==> src/rtl/sprite_line_fetcher.sv <==
// sprite_line_fetcher
//   Per-scanline sprite scheduler. It holds a table of NSLOT sprite slots.
//   On a start pulse it walks the slots in ascending order. For each slot that
//   covers the requested line, it reads one 16-pixel sprite row from the
//   registered sprite ROM and writes the opaque pixels into the line buffer.
//   Because slots are walked in ascending order, higher slot indices land on top.
//
// Ports
//   clk, rstn            clock, asynchronous active-low reset
//   cfg_we/cfg_slot/...  slot table write (x, y, sprite id, enable)
//   start, line_y        begin fetching for line_y (accepted only when idle)
//   busy, done           activity flag / one-cycle completion pulse
//   rom_addr, rom_pixel  sprite ROM port ({id,row,col}); data one cycle later
//   lb_we/lb_addr/lb_data line buffer write port
module sprite_line_fetcher #(
    parameter int NSLOT    = 4,
    parameter int H_ACTIVE = 640
) (
    input  logic                     clk,
    input  logic                     rstn,
    input  logic                     cfg_we,
    input  logic [$clog2(NSLOT)-1:0] cfg_slot,
    input  logic [9:0]               cfg_x,
    input  logic [9:0]               cfg_y,
    input  logic [3:0]               cfg_id,
    input  logic                     cfg_en,
    input  logic                     start,
    input  logic [9:0]               line_y,
    output logic                     busy,
    output logic                     done,
    output logic [11:0]              rom_addr,
    input  logic [3:0]               rom_pixel,
    output logic                     lb_we,
    output logic [9:0]               lb_addr,
    output logic [3:0]               lb_data
);
    localparam int SW = $clog2(NSLOT);

    typedef enum logic [2:0] {S_IDLE, S_SCAN, S_FETCH, S_DRAIN, S_DONE} state_t;

    // ---------------- slot table ----------------
    logic [9:0] slot_x  [NSLOT];
    logic [9:0] slot_y  [NSLOT];
    logic [3:0] slot_id [NSLOT];
    logic       slot_en [NSLOT];

    genvar gi;
    generate
        for (gi = 0; gi < NSLOT; gi++) begin : g_slot
            logic [9:0] x_reg;
            logic [9:0] y_reg;
            logic [3:0] id_reg;
            logic       en_reg;

            always_ff @(posedge clk or negedge rstn) begin
                if (!rstn) begin
                    x_reg  <= '0;
                    y_reg  <= '0;
                    id_reg <= '0;
                    en_reg <= 1'b0;
                end else if (cfg_we && (cfg_slot == SW'(gi))) begin
                    x_reg  <= cfg_x;
                    y_reg  <= cfg_y;
                    id_reg <= cfg_id;
                    en_reg <= cfg_en;
                end
            end

            assign slot_x[gi]  = x_reg;
            assign slot_y[gi]  = y_reg;
            assign slot_id[gi] = id_reg;
            assign slot_en[gi] = en_reg;
        end
    endgenerate

    // ---------------- sequencer state ----------------
    state_t        state_reg, state_next;
    logic [SW-1:0] s_reg, s_next;
    logic [9:0]    line_reg, line_next;
    logic [3:0]    col_reg, col_next;
    // Working copy of the slot being fetched, so config writes cannot disturb it.
    logic [9:0]    wx_reg, wx_next;
    logic [3:0]    wid_reg, wid_next;
    logic [3:0]    wrow_reg, wrow_next;
    // One-cycle delay that lines the column up with the registered ROM data.
    logic          valid_d_reg, valid_d_next;
    logic [3:0]    col_d_reg, col_d_next;

    logic [9:0]    scan_row;
    logic          scan_vis;
    logic          last_slot;

    // Rows above the sprite wrap to large values and fail the < 16 test.
    assign scan_row  = line_reg - slot_y[s_reg];
    assign scan_vis  = slot_en[s_reg] && (scan_row < 10'd16);
    assign last_slot = (s_reg == {SW{1'b1}});

    always_ff @(posedge clk or negedge rstn) begin
        if (!rstn) begin
            state_reg   <= S_IDLE;
            s_reg       <= '0;
            line_reg    <= '0;
            col_reg     <= '0;
            wx_reg      <= '0;
            wid_reg     <= '0;
            wrow_reg    <= '0;
            valid_d_reg <= 1'b0;
            col_d_reg   <= '0;
        end else begin
            state_reg   <= state_next;
            s_reg       <= s_next;
            line_reg    <= line_next;
            col_reg     <= col_next;
            wx_reg      <= wx_next;
            wid_reg     <= wid_next;
            wrow_reg    <= wrow_next;
            valid_d_reg <= valid_d_next;
            col_d_reg   <= col_d_next;
        end
    end

    always_comb begin
        state_next   = state_reg;
        s_next       = s_reg;
        line_next    = line_reg;
        col_next     = col_reg;
        wx_next      = wx_reg;
        wid_next     = wid_reg;
        wrow_next    = wrow_reg;
        valid_d_next = (state_reg == S_FETCH);
        col_d_next   = col_reg;

        case (state_reg)
            S_IDLE: begin
                if (start) begin
                    line_next  = line_y;
                    s_next     = '0;
                    state_next = S_SCAN;
                end
            end
            S_SCAN: begin
                if (scan_vis) begin
                    wx_next    = slot_x[s_reg];
                    wid_next   = slot_id[s_reg];
                    wrow_next  = scan_row[3:0];
                    col_next   = '0;
                    state_next = S_FETCH;
                end else if (last_slot) begin
                    state_next = S_DONE;
                end else begin
                    s_next = s_reg + 1'b1;
                end
            end
            S_FETCH: begin
                col_next = col_reg + 1'b1;
                if (col_reg == 4'd15) begin
                    state_next = S_DRAIN;
                end
            end
            S_DRAIN: begin
                if (last_slot) begin
                    state_next = S_DONE;
                end else begin
                    s_next     = s_reg + 1'b1;
                    state_next = S_SCAN;
                end
            end
            S_DONE: begin
                state_next = S_IDLE;
            end
            default: begin
                state_next = S_IDLE;
            end
        endcase
    end

    // ---------------- outputs ----------------
    logic [10:0] pix_sum;

    // 11-bit sum so sprites hanging off the right edge clip instead of wrapping.
    assign pix_sum = {1'b0, wx_reg} + {7'd0, col_d_reg};

    assign busy     = (state_reg != S_IDLE);
    assign done     = (state_reg == S_DONE);
    assign rom_addr = (state_reg == S_FETCH) ? {wid_reg, wrow_reg, col_reg} : 12'd0;
    assign lb_we    = valid_d_reg && (rom_pixel != 4'd0) && (pix_sum < 11'(H_ACTIVE));
    assign lb_addr  = valid_d_reg ? pix_sum[9:0] : 10'd0;
    assign lb_data  = valid_d_reg ? rom_pixel : 4'd0;

endmodule

==> config.mk <==
export PLATFORM = sky130hd
export DESIGN_NAME = sprite_line_fetcher
export DESIGN_NICKNAME = d
export VERILOG_FILES = /design/src/rtl/sprite_line_fetcher.sv
export SDC_FILE = /design/constraint.sdc
export NUM_CORES = 1
export LEC_CHECK = 0
export CAP_MARGIN = 20
export CORE_ASPECT_RATIO = 1.25
export CORE_MARGIN = 2
export CORE_UTILIZATION = 55
export DETAILED_ROUTE_END_ITERATION = 8
export PLACE_DENSITY = 0.8
export SETUP_SLACK_MARGIN = 0.5
export SLEW_MARGIN = 20
export SYNTH_ARGS = -nofsm -noshare
export SYNTH_HDL_FRONTEND = slang
export SYNTH_SLANG_ARGS = --single-unit
==> constraint.sdc <==
create_clock -name clk -period 8.75 [get_ports clk]
set_input_delay 1.3125 -clock clk [delete_from_list [all_inputs] [get_ports clk]]
set_output_delay 1.3125 -clock clk [all_outputs]
set_load 0.01 [all_outputs]
==> results of run 1 <==
[layout by cell type (no fill, tap or decap), drive strengths merged, types with 4 or more instances in the layout]
cell | netlist | routed
a221oi | 4 | 4
mux2 | 126 | 126
xnor2 | 6 | 6
and3 | 17 | 17
mux4 | 25 | 25
buf | 5 | 7
ha | 15 | 15
xor2 | 7 | 7
dfrtp | 142 | 142
clkbuf | 16 | 23
and2 | 14 | 14
clkinv | 1 | 5
nand2 | 13 | 13
nor3b | 4 | 4
nor2 | 13 | 13
inv | 13 | 13
o21ai | 7 | 7
clkdlybuf4s50 | 0 | 72
nor2b | 4 | 4
a21o | 8 | 8
nor3 | 4 | 4
a21oi | 6 | 6
[report_power, final]
part,switching [mW],total [mW],internal [mW]
Combinational,0.447,0.905,0.458
Clock,0.264,0.743,0.479
Sequential,0.0847,0.881,0.796
Total,0.796,2.53,1.73
[metal layers]
metal	vias to the layer above	share of wire, %	track usage [%]
met5	-	0	0
met4	0	1.9	7.55
met3	28	3.1	5.78
met2	92	52	40.3
met1	2223	43	27.9
li1	1964	-	-
[how the worst max path moves through the flow]
stage	start	endpoint	slack (ns)	cells past startpoint
detailed placement	rom_pixel[1]	lb_we	4.66	5
global route	wx_reg[0]	lb_we	4.31	9
CTS	wx_reg[0]	lb_we	4.43	9
floorplan	s_reg[0]	wx_reg[1]	5.08	13
global placement	rom_pixel[2]	lb_we	4.68	5
finish	wx_reg[0]	lb_we	4.47	9
[per-stage QoR]
stage / hold slack (ns) / utilization (%) / cell area, um^2 / setup slack [ns]
floorplan: 0.400 / - / 6910 / 5.08
global route: 0.509 / 69.0 / 8430 / 4.31
CTS: 0.502 / 68.9 / 8420 / 4.43
global placement: 0.479 / 63.9 / 7800 / 4.68
finish: 0.497 / 69.0 / 8430 / 4.47
detailed placement: 0.489 / 63.9 / 7800 / 4.66
[critical path: cells and delay by family (launching register included)]
| kind | cells | cell delay [ns] |
|---|---|---|
| AO/OA/AOI/OAI | 4 | 0.75 |
| buffers and inverters | 2 | 0.66 |
| adder cells (fa/ha/maj) | 2 | 0.65 |
| flip-flops | 1 | 0.38 |
| AND/OR/NAND/NOR | 1 | 0.12 |
[synth_stat cells (2+ instances only)]
library cell  number
dfrtp_1          142
mux2_2           118
mux4_2            20
and3_1            17
clkbuf_1          15
ha_1              15
and2_1            14
inv_1             13
nor2_1            13
nand2_1           12
a21o_1             8
mux2_4             8
o21ai_0            7
xor2_1             7
a21oi_1            6
mux4_1             5
xnor2_1            5
nor2b_1            4
nor3_1             4
nor3b_1            4
a211o_1            3
a221oi_1           3
nand2b_1           3
nand3_1            3
o22ai_1            3
a31oi_1            2
buf_1              2
buf_6              2
fa_1               2
mux2i_1            2
nand3b_1           2
nor4_1             2
o2111a_1           2
o211ai_1           2
o21a_1             2
[logic make-up after synthesis]
group / count (synthesis)
multiplexers: 153
flip-flops: 142
AND/OR/NAND/NOR: 83
AO/OA/AOI/OAI: 45
buffers and inverters: 35
adder cells (fa/ha/maj): 17
XOR/XNOR: 13
[cell type report]
cell class	count	area, um^2
Tap cell	164	205
Clock inverter	9	133
Fill cell	847	3790
Sequential cell	142	3550
Clock buffer	23	488
Multi-Input combinational cell	311	3220
Timing Repair Buffer	79	777
Inverter	14	52.6
==> impl_metrics.json, run 1 <==
{
  "period_share_pct": 49.0,
  "min_from": "g_slot[0].id_reg[2]",
  "hold_violations": 0,
  "syn_to_final_growth_pct": 22.0,
  "netlist_top_cells_area": "dfrtp_1 (51%), mux2_2 (19%), mux4_2 (6.5%)",
  "place.gp.congestion": 0.919,
  "synth_xor_area_share_pct": 1.76,
  "yosys.area_share.simple_pct": 6.74,
  "r2r-start": "s_reg[0]",
  "final_layout_size_suffix_gt1_share_pct": 33.6,
  "synth_top_cell_by_area": "dfrtp_1",
  "ys_warn_count": 0,
  "numClockSinks": 142,
  "crit_fanout": 4,
  "drtPass1Iterations": 4,
  "post_cts_buffers": 0,
  "num_rows": 45,
  "drv_slew": 0,
  "hp-class": "reg -> reg",
  "avgSynthCellArea_um2": 14.2,
  "dieWidth_um": 104,
  "critPathKind": "reg -> out",
  "ys_seq_area_share_pct": 51.4,
  "reg2reg_to": "wx_reg[3]",
  "total_power_mw": 2.53,
  "gr-total-overflow": 0,
  "fin_tns_setup_ns": 0,
  "drtIter0Drc": 245,
  "vias": 4307,
  "cts-resized-gates": 0,
  "ctsHtreeMaxLevel": 4,
  "rsz0062_at_grt": "no",
  "tritoncts": "built",
  "ys_ff_latch": 142,
  "antenna_cells": 0,
  "synth_edf_count": 0,
  "ys_types": 51,
  "period_needed_ns": 4.28,
  "outcome": "complete, no violations",
  "cpPeakStageDelay_ns": 0.58,
  "dp_hpwl_um": 9300,
  "synthMuxAreaShare_pct": 29.7,
  "cts_buffer_depth": 2,
  "ir_worst_vdd_mv": 0.154,
  "dp_cells": 710,
  "grt_pass1_vias": 4573,
  "maxCapViolations": 0,
  "slew_headroom_pct": 41.2,
  "ios": 74,
  "syn-num-nets": 550,
  "worstRegToRegCells": 11,
  "grt_max_degree": 73,
  "grt_pass1_wl_um": 23500,
  "ant_nets": 0,
  "path_cells": "ha_1 > fa_1 > a21o_1 > a21oi_1 > nor2b_1 > inv_1 > a31oi_1 > a221oi_1 > clkdlybuf4s50_1",
  "synth_flop_cell": "dfrtp_1",
  "synthAdderAreaFrac_pct": 3.30,
  "power.density_nw_per_um2": 300,
  "grt.total_usage_pct": 22.9,
  "die_h_um": 129,
  "initial_utilization_pct": 56.5,
  "grt_antenna_before_repair": 0,
  "drc_errors": 0,
  "synth_area_um2": 6910,
  "synth-compound-area-share_pct": 4.91,
  "synth-async-reset-ratio_pct": 100,
  "wire_per_inst_um": 19.5,
  "worstHoldEndpoint": "g_slot[0].id_reg[2]",
  "dieArea_um2": 13500,
  "setup_violations": 0,
  "crit_slowest_cell": "clkdlybuf4s50_1",
  "cp-start-kind": "flop",
  "reg2reg_slack_ns": 4.77,
  "vias_per_cell": 5.80,
  "io_buffers": 73,
  "clock.fmax_mhz": 233,
  "core_area_um2": 12200,
  "hold_depth": 1,
  "wirelength_um": 14500,
  "critPathRequiredTime_ns": 7.44,
  "p_leak_nw": 3.77,
  "final_cells": 742,
  "insertion_delay_ns": 0.41,
  "arrival_ns": 2.97,
  "synth_top_family_by_area": "multiplexers",
  "fin_nets": 627,
  "cp-end-kind": "output port",
  "netlist.area_leader.share_pct": 51.4,
  "cts-buffers-inserted": 17,
  "syn_inst": 488,
  "clockRootBuffer": "clkbuf_16",
  "tightest_slew_ns": 0.882,
  "clk_pin_slew_worst_paths_ns": 0.06,
  "ctsHoldBuffers": 0,
  "skew_ns": 0.00764
}
No activity file was read; power rests on OpenSTA's default activity.
==> run 2: changes to the inputs <==
CORE_UTILIZATION = 51   (was 55)
PLACE_DENSITY = 0.78   (was 0.8)
clock period = 3.5 ns   (was 8.75 ns; I/O delays follow)
==> run 2 against run 1 <==
Clock power is 130% higher. Clock skew is 0.00061 ns lower. Core utilization is 1.8 points lower. Sequential share of layout area is 2.1 points lower. Largest power group unchanged.
==> impl_metrics.json, run 2 (same netlist as run 1, synthesis figures left out) <==
{
  "reg2reg_to": "wrow_reg[3]",
  "path_cells": "buf_6 > buf_16 > mux4_2 > inv_2 > ha_4 > a21o_1 > a21o_1 > a221oi_2 > xor2_1 > o2111a_2 > buf_12 > nand2_4 > mux2_2",
  "place.gp.congestion": 0.846,
  "nFillCells": 921,
  "ir_worst_vdd_mv": 0.505,
  "regArea_um2": 3560,
  "critPathKind": "reg -> reg",
  "fin_util_pct": 67.1,
  "initial_utilization_pct": 52.2,
  "dp_hpwl_um": 9930,
  "final_common_cell": "dfrtp_1",
  "numClockSinks": 142,
  "cp-start-kind": "flop",
  "combPwrFrac_pct": 44.4,
  "maxCapViolations": 0,
  "gr-total-overflow": 0,
  "dp_slack_ns": 0.177,
  "drc_errors": 0,
  "fin_ws_ns": 0.162,
  "cts-buffers-inserted": 17,
  "power.density_nw_per_um2": 798,
  "r2r-start": "s_reg[0]",
  "drv_slew": 0,
  "reg2reg_slack_ns": 0.16,
  "crit_top_cell": "a21o_1",
  "p_sw_mw": 2.39,
  "grt_max_degree": 94,
  "clk_pin_slew_worst_paths_ns": 0.06,
  "dieArea_um2": 14500,
  "period_share_pct": 95.4,
  "fin_nets": 661,
  "ant_nets": 0,
  "syn_to_final_growth_pct": 28.6,
  "worstRegToRegCells": 13,
  "fin_tns_setup_ns": 0,
  "core_area_um2": 13200,
  "cp_top_family": "compound AO/OA/AOI/OAI gates",
  "grt_pass1_wl_um": 24100,
  "setup_violations": 0,
  "rsz0062_at_grt": "yes",
  "wirelength_um": 15400,
  "seq_power_share_pct": 31.8,
  "drtIter0Drc": 270,
  "io_buffers": 73,
  "tritoncts": "built",
  "critPathRequiredTime_ns": 3.80,
  "insertion_delay_ns": 0.42,
  "slew_headroom_pct": 45.0,
  "power_frac_clock_pct": 23.8,
  "antenna_cells": 0,
  "final_layout_size_suffix_gt1_share_pct": 43.5,
  "hold_violations": 0,
  "p_sw_share_pct": 33.7,
  "drtPass1Iterations": 4,
  "die_h_um": 134,
  "arrival_ns": 3.64,
  "ios": 74,
  "p_leak_nw": 3.95,
  "cp_num_buf_inv": 4,
  "tightest_slew_ns": 0.825,
  "cpPeakStageDelay_ns": 0.51,
  "period_needed_ns": 3.34,
  "cts_buffer_depth": 2,
  "multi_input_area_um2": 3440,
  "ctsHoldBuffers": 0,
  "skew_ns": 0.00703,
  "crit_fanout": 5,
  "p_int_mw": 4.69,
  "hp-class": "in -> async",
  "vias": 4468,
  "outcome": "complete, no violations",
  "grt_antenna_before_repair": 0,
  "clockRootBuffer": "clkbuf_16",
  "num_rows": 47,
  "dieWidth_um": 108,
  "layout_common_cells": "dfrtp_1 (140), mux2_2 (118), clkdlybuf4s50_1 (65), buf_4 (27), mux4_2 (20)",
  "grt_pass1_vias": 4678,
  "clock.fmax_mhz": 300,
  "grt.total_usage_pct": 21.8,
  "vias_per_cell": 5.71,
  "crit_slowest_cell": "mux4_2",
  "cp-end-kind": "flop",
  "ctsHtreeMaxLevel": 4,
  "wire_per_inst_um": 19.7
}
## run 2: through the flow
| stage | area, um^2 | power (mW) | hold slack, ns | std cells |
|---|---|---|---|---|
| floorplan | 7010 | 4.12 | 0.229 | 488 |
| global placement | 7940 | 4.63 | 0.452 | 721 |
| detailed placement | 7940 | 4.74 | 0.448 | 721 |
| CTS | 8670 | 6.71 | 0.227 | 767 |
| global route | 8880 | 7.43 | 0.252 | 782 |
| finish | 8880 | 7.09 | 0.179 | 782 |
## run 2: worst max-delay path by stage
stage / from / to / cells after the start
detailed placement: s_reg[0] / wx_reg[8] / 11
CTS: s_reg[0] / wx_reg[8] / 12
global placement: s_reg[0] / wx_reg[5] / 11
global route: s_reg[0] / wrow_reg[3] / 12
finish: s_reg[0] / wrow_reg[3] / 13
floorplan: s_reg[0] / wx_reg[1] / 13
## run 2: timing repair
action,CTS,global route
resized for setup,31,28
buffers inserted,14,12
pin swaps,11,21
gates cloned,1,3
endpoints found under the setup margin,28,32
## run 2: layout make-up
cell class	count	share of cell area (%)
Sequential cell	142	40.0
Timing Repair Buffer	110	12.0
Multi-Input combinational cell	314	38.7
Tap cell	171	2.41
Inverter	14	0.592
Clock buffer	22	5.23
Clock inverter	9	0.986
## run 2: per-layer routing
layer / up-vias / routed length, um / global-route usage, % / part of all wire [%]
met5: - / 0 / 0 / 0
met3: 22 / 605 / 4.03 / 3.9
met2: 104 / 8070 / 36.9 / 52
li1: 2029 / - / - / -
met4: 0 / 292 / 7.62 / 1.9
met1: 2313 / 6450 / 28.2 / 42
## run 2: power groups by stage
stage,Sequential (mW),Clock [mW],Combinational (mW)
2_1_floorplan,2.16,0,1.96
3_3_place_gp,2.23,0,2.40
3_5_place_dp,2.26,0,2.48
4_1_cts,2.24,1.70,2.77
5_1_grt,2.30,1.78,3.36
6_report,2.26,1.68,3.15
==> run 3: changes to the inputs <==
CTS_CLUSTER_SIZE = 30   (was unset)
PLACE_DENSITY = 0.87   (was 0.78)
==> run 3 against run 2 <==
Register-to-register slack better by 0.02 ns. First-iteration DRC count is 3.3% higher. Clock skew is 0.0015 ns higher. Cell count is 1.0% lower. Cell area hardly changed. Non-clock buffer count is 8 lower. Core utilization hardly changed. Global-route usage is 1.0 points higher.
==> impl_metrics.json, run 3 (same netlist as run 1, synthesis figures left out) <==
{
  "critPathRequiredTime_ns": 3.79,
  "seq_power_share_pct": 31.5,
  "clockRootBuffer": "clkbuf_16",
  "hold_violations": 0,
  "grt_antenna_before_repair": 0,
  "drc_errors": 0,
  "layout_common_cells": "dfrtp_1 (140), mux2_2 (118), clkdlybuf4s50_1 (65), buf_4 (25), mux4_2 (20)",
  "vias_per_cell": 5.80,
  "p_leak_nw": 3.94,
  "tritoncts": "built",
  "drtIter0Drc": 279,
  "reg2reg_slack_ns": 0.18,
  "io_buffers": 73,
  "grt.total_usage_pct": 22.9,
  "dieArea_um2": 14500,
  "outcome": "complete, no violations",
  "cts-buffers-inserted": 17,
  "drv_slew": 0,
  "crit_start": "s_reg[0]",
  "num_rows": 47,
  "p_sw_mw": 2.33,
  "combPwrFrac_pct": 40.3,
  "clock.fmax_mhz": 301,
  "grt_max_degree": 74,
  "maxCapViolations": 0,
  "dieWidth_um": 108,
  "reg2reg_to": "wx_reg[5]",
  "holdWs_ns": 0.217,
  "syn_to_final_growth_pct": 28.5,
  "numClockSinks": 142,
  "hp-class": "in -> async",
  "ir_worst_vdd_mv": 0.392,
  "power_frac_clock_pct": 28.2,
  "p_int_mw": 4.88,
  "grt_pass1_vias": 4880,
  "period_needed_ns": 3.32,
  "period_share_pct": 94.9,
  "wire_per_inst_um": 20.4,
  "place.gp.congestion": 0.829,
  "clk_pin_slew_worst_paths_ns": 0.06,
  "dp_hpwl_um": 10000,
  "final_common_cell": "dfrtp_1",
  "tightest_slew_ns": 0.923,
  "vias": 4490,
  "drtPass1Iterations": 4,
  "fin_nets": 652,
  "die_h_um": 134,
  "ant_nets": 0,
  "antenna_cells": 0,
  "crit_fanout": 5,
  "cts_buffer_depth": 2,
  "ios": 74,
  "critPathKind": "reg -> reg",
  "ctsHtreeMaxLevel": 4,
  "wirelength_um": 15800,
  "endpoint": "wx_reg[5]",
  "power.density_nw_per_um2": 812,
  "rsz0062_at_grt": "yes",
  "fin_tns_setup_ns": 0,
  "cp-end-kind": "flop",
  "ctsHoldBuffers": 0,
  "skew_ns": 0.00851,
  "grt_pass1_wl_um": 25200,
  "gr-total-overflow": 0,
  "setup_violations": 0,
  "worstRegToRegCells": 12,
  "initial_utilization_pct": 52.2,
  "final_layout_size_suffix_gt1_share_pct": 42.1,
  "p_sw_share_pct": 32.3,
  "insertion_delay_ns": 0.42,
  "arrival_ns": 3.61,
  "r2r-start": "s_reg[0]",
  "slew_headroom_pct": 38.5,
  "cp-start-kind": "flop",
  "core_area_um2": 13200
}
==> run 3: changes by cell type in the layout (fill, tap and decap cells not counted), moves of 2 or more <==
cell,previous run,this run
bufinv_16,1,6
ha_1,7,9
buf_6,7,2
clkbuf_8,2,0
nand2_4,3,0
nand2_8,1,3
buf_4,27,25
clkbuf_1,3,1
==> run 3: per-layer routing <==
| metal | GRT usage [%] | vias to the layer above | wire length [um] |
|---|---|---|---|
| met5 | 0 | - | 0 |
| met4 | 8.40 | 0 | 254 |
| met3 | 5.49 | 23 | 655 |
| met2 | 39.9 | 119 | 8460 |
| met1 | 27.4 | 2331 | 6420 |
| li1 | - | 2017 | - |
==> run 3: per-stage QoR <==
step | area (um^2) | cells | worst slack [ns] | utilization (%) | power (mW)
after floorplan | 7010 | 488 | 0.282 | - | 4.12
after detailed placement | 7940 | 722 | 0.175 | 60.0 | 4.70
after CTS | 8770 | 766 | 0.277 | 66.3 | 6.99
after global routing | 8870 | 774 | 0.0948 | 67.1 | 7.55
after global placement | 7940 | 722 | 0.244 | 60.0 | 4.60
final | 8870 | 774 | 0.179 | 67.1 | 7.20
==> run 3: area by class of cell <==
type | instances | area [um^2]
sequential | 142 | 3560
timing repair buffer | 102 | 976
inverter | 14 | 52.6
fill | 886 | 4360
multi-input combinational | 313 | 3410
clock buffer | 18 | 429
clock inverter | 14 | 239
tap | 171 | 214
==> run 3: power by group through the flow <==
stage	clock network [mW]	logic [mW]	registers (mW)
2_1_floorplan	0	1.96	2.16
3_3_place_gp	0	2.37	2.24
3_5_place_dp	0	2.44	2.27
4_1_cts	2.05	2.68	2.26
5_1_grt	2.13	3.11	2.31
6_report	2.03	2.90	2.27
==> run 3: timing repair <==
item | CTS | global route
cloned | 2 | 0
setup endpoints to repair | 31 | 34
endpoints found under the hold margin | 0 | 0
resized for setup | 33 | 15
setup buffers | 10 | 8
pin swaps | 18 | 14
==> run 3: critical path: stages, from the launching register on <==
cell and delay, ns:
dfrtp_2 0.44, mux4_2 0.39, ha_4 0.15, inv_2 0.04, fa_2 0.40, a211oi_2 0.27
o21ai_1 0.14, a21o_1 0.21, a221oi_2 0.31, o2111a_2 0.29, buf_12 0.15, nand2_8 0.08
mux2_4 0.32
==> run 3: how the worst min path moves through the flow <==
stage / startpoint / endpoint / slack [ns] / cells after the start
after floorplan: rstn / col_d_next[0] / 0.23 / 0
after global placement: col_d_next[3] / col_d_reg[3] / 0.44 / 0
after detailed placement: col_d_next[3] / col_d_reg[3] / 0.43 / 0
after CTS: rstn / g_slot[0].x_reg[8] / 0.27 / 1
after global routing: rstn / g_slot[0].x_reg[8] / 0.32 / 1
final: rstn / g_slot[0].x_reg[8] / 0.22 / 1
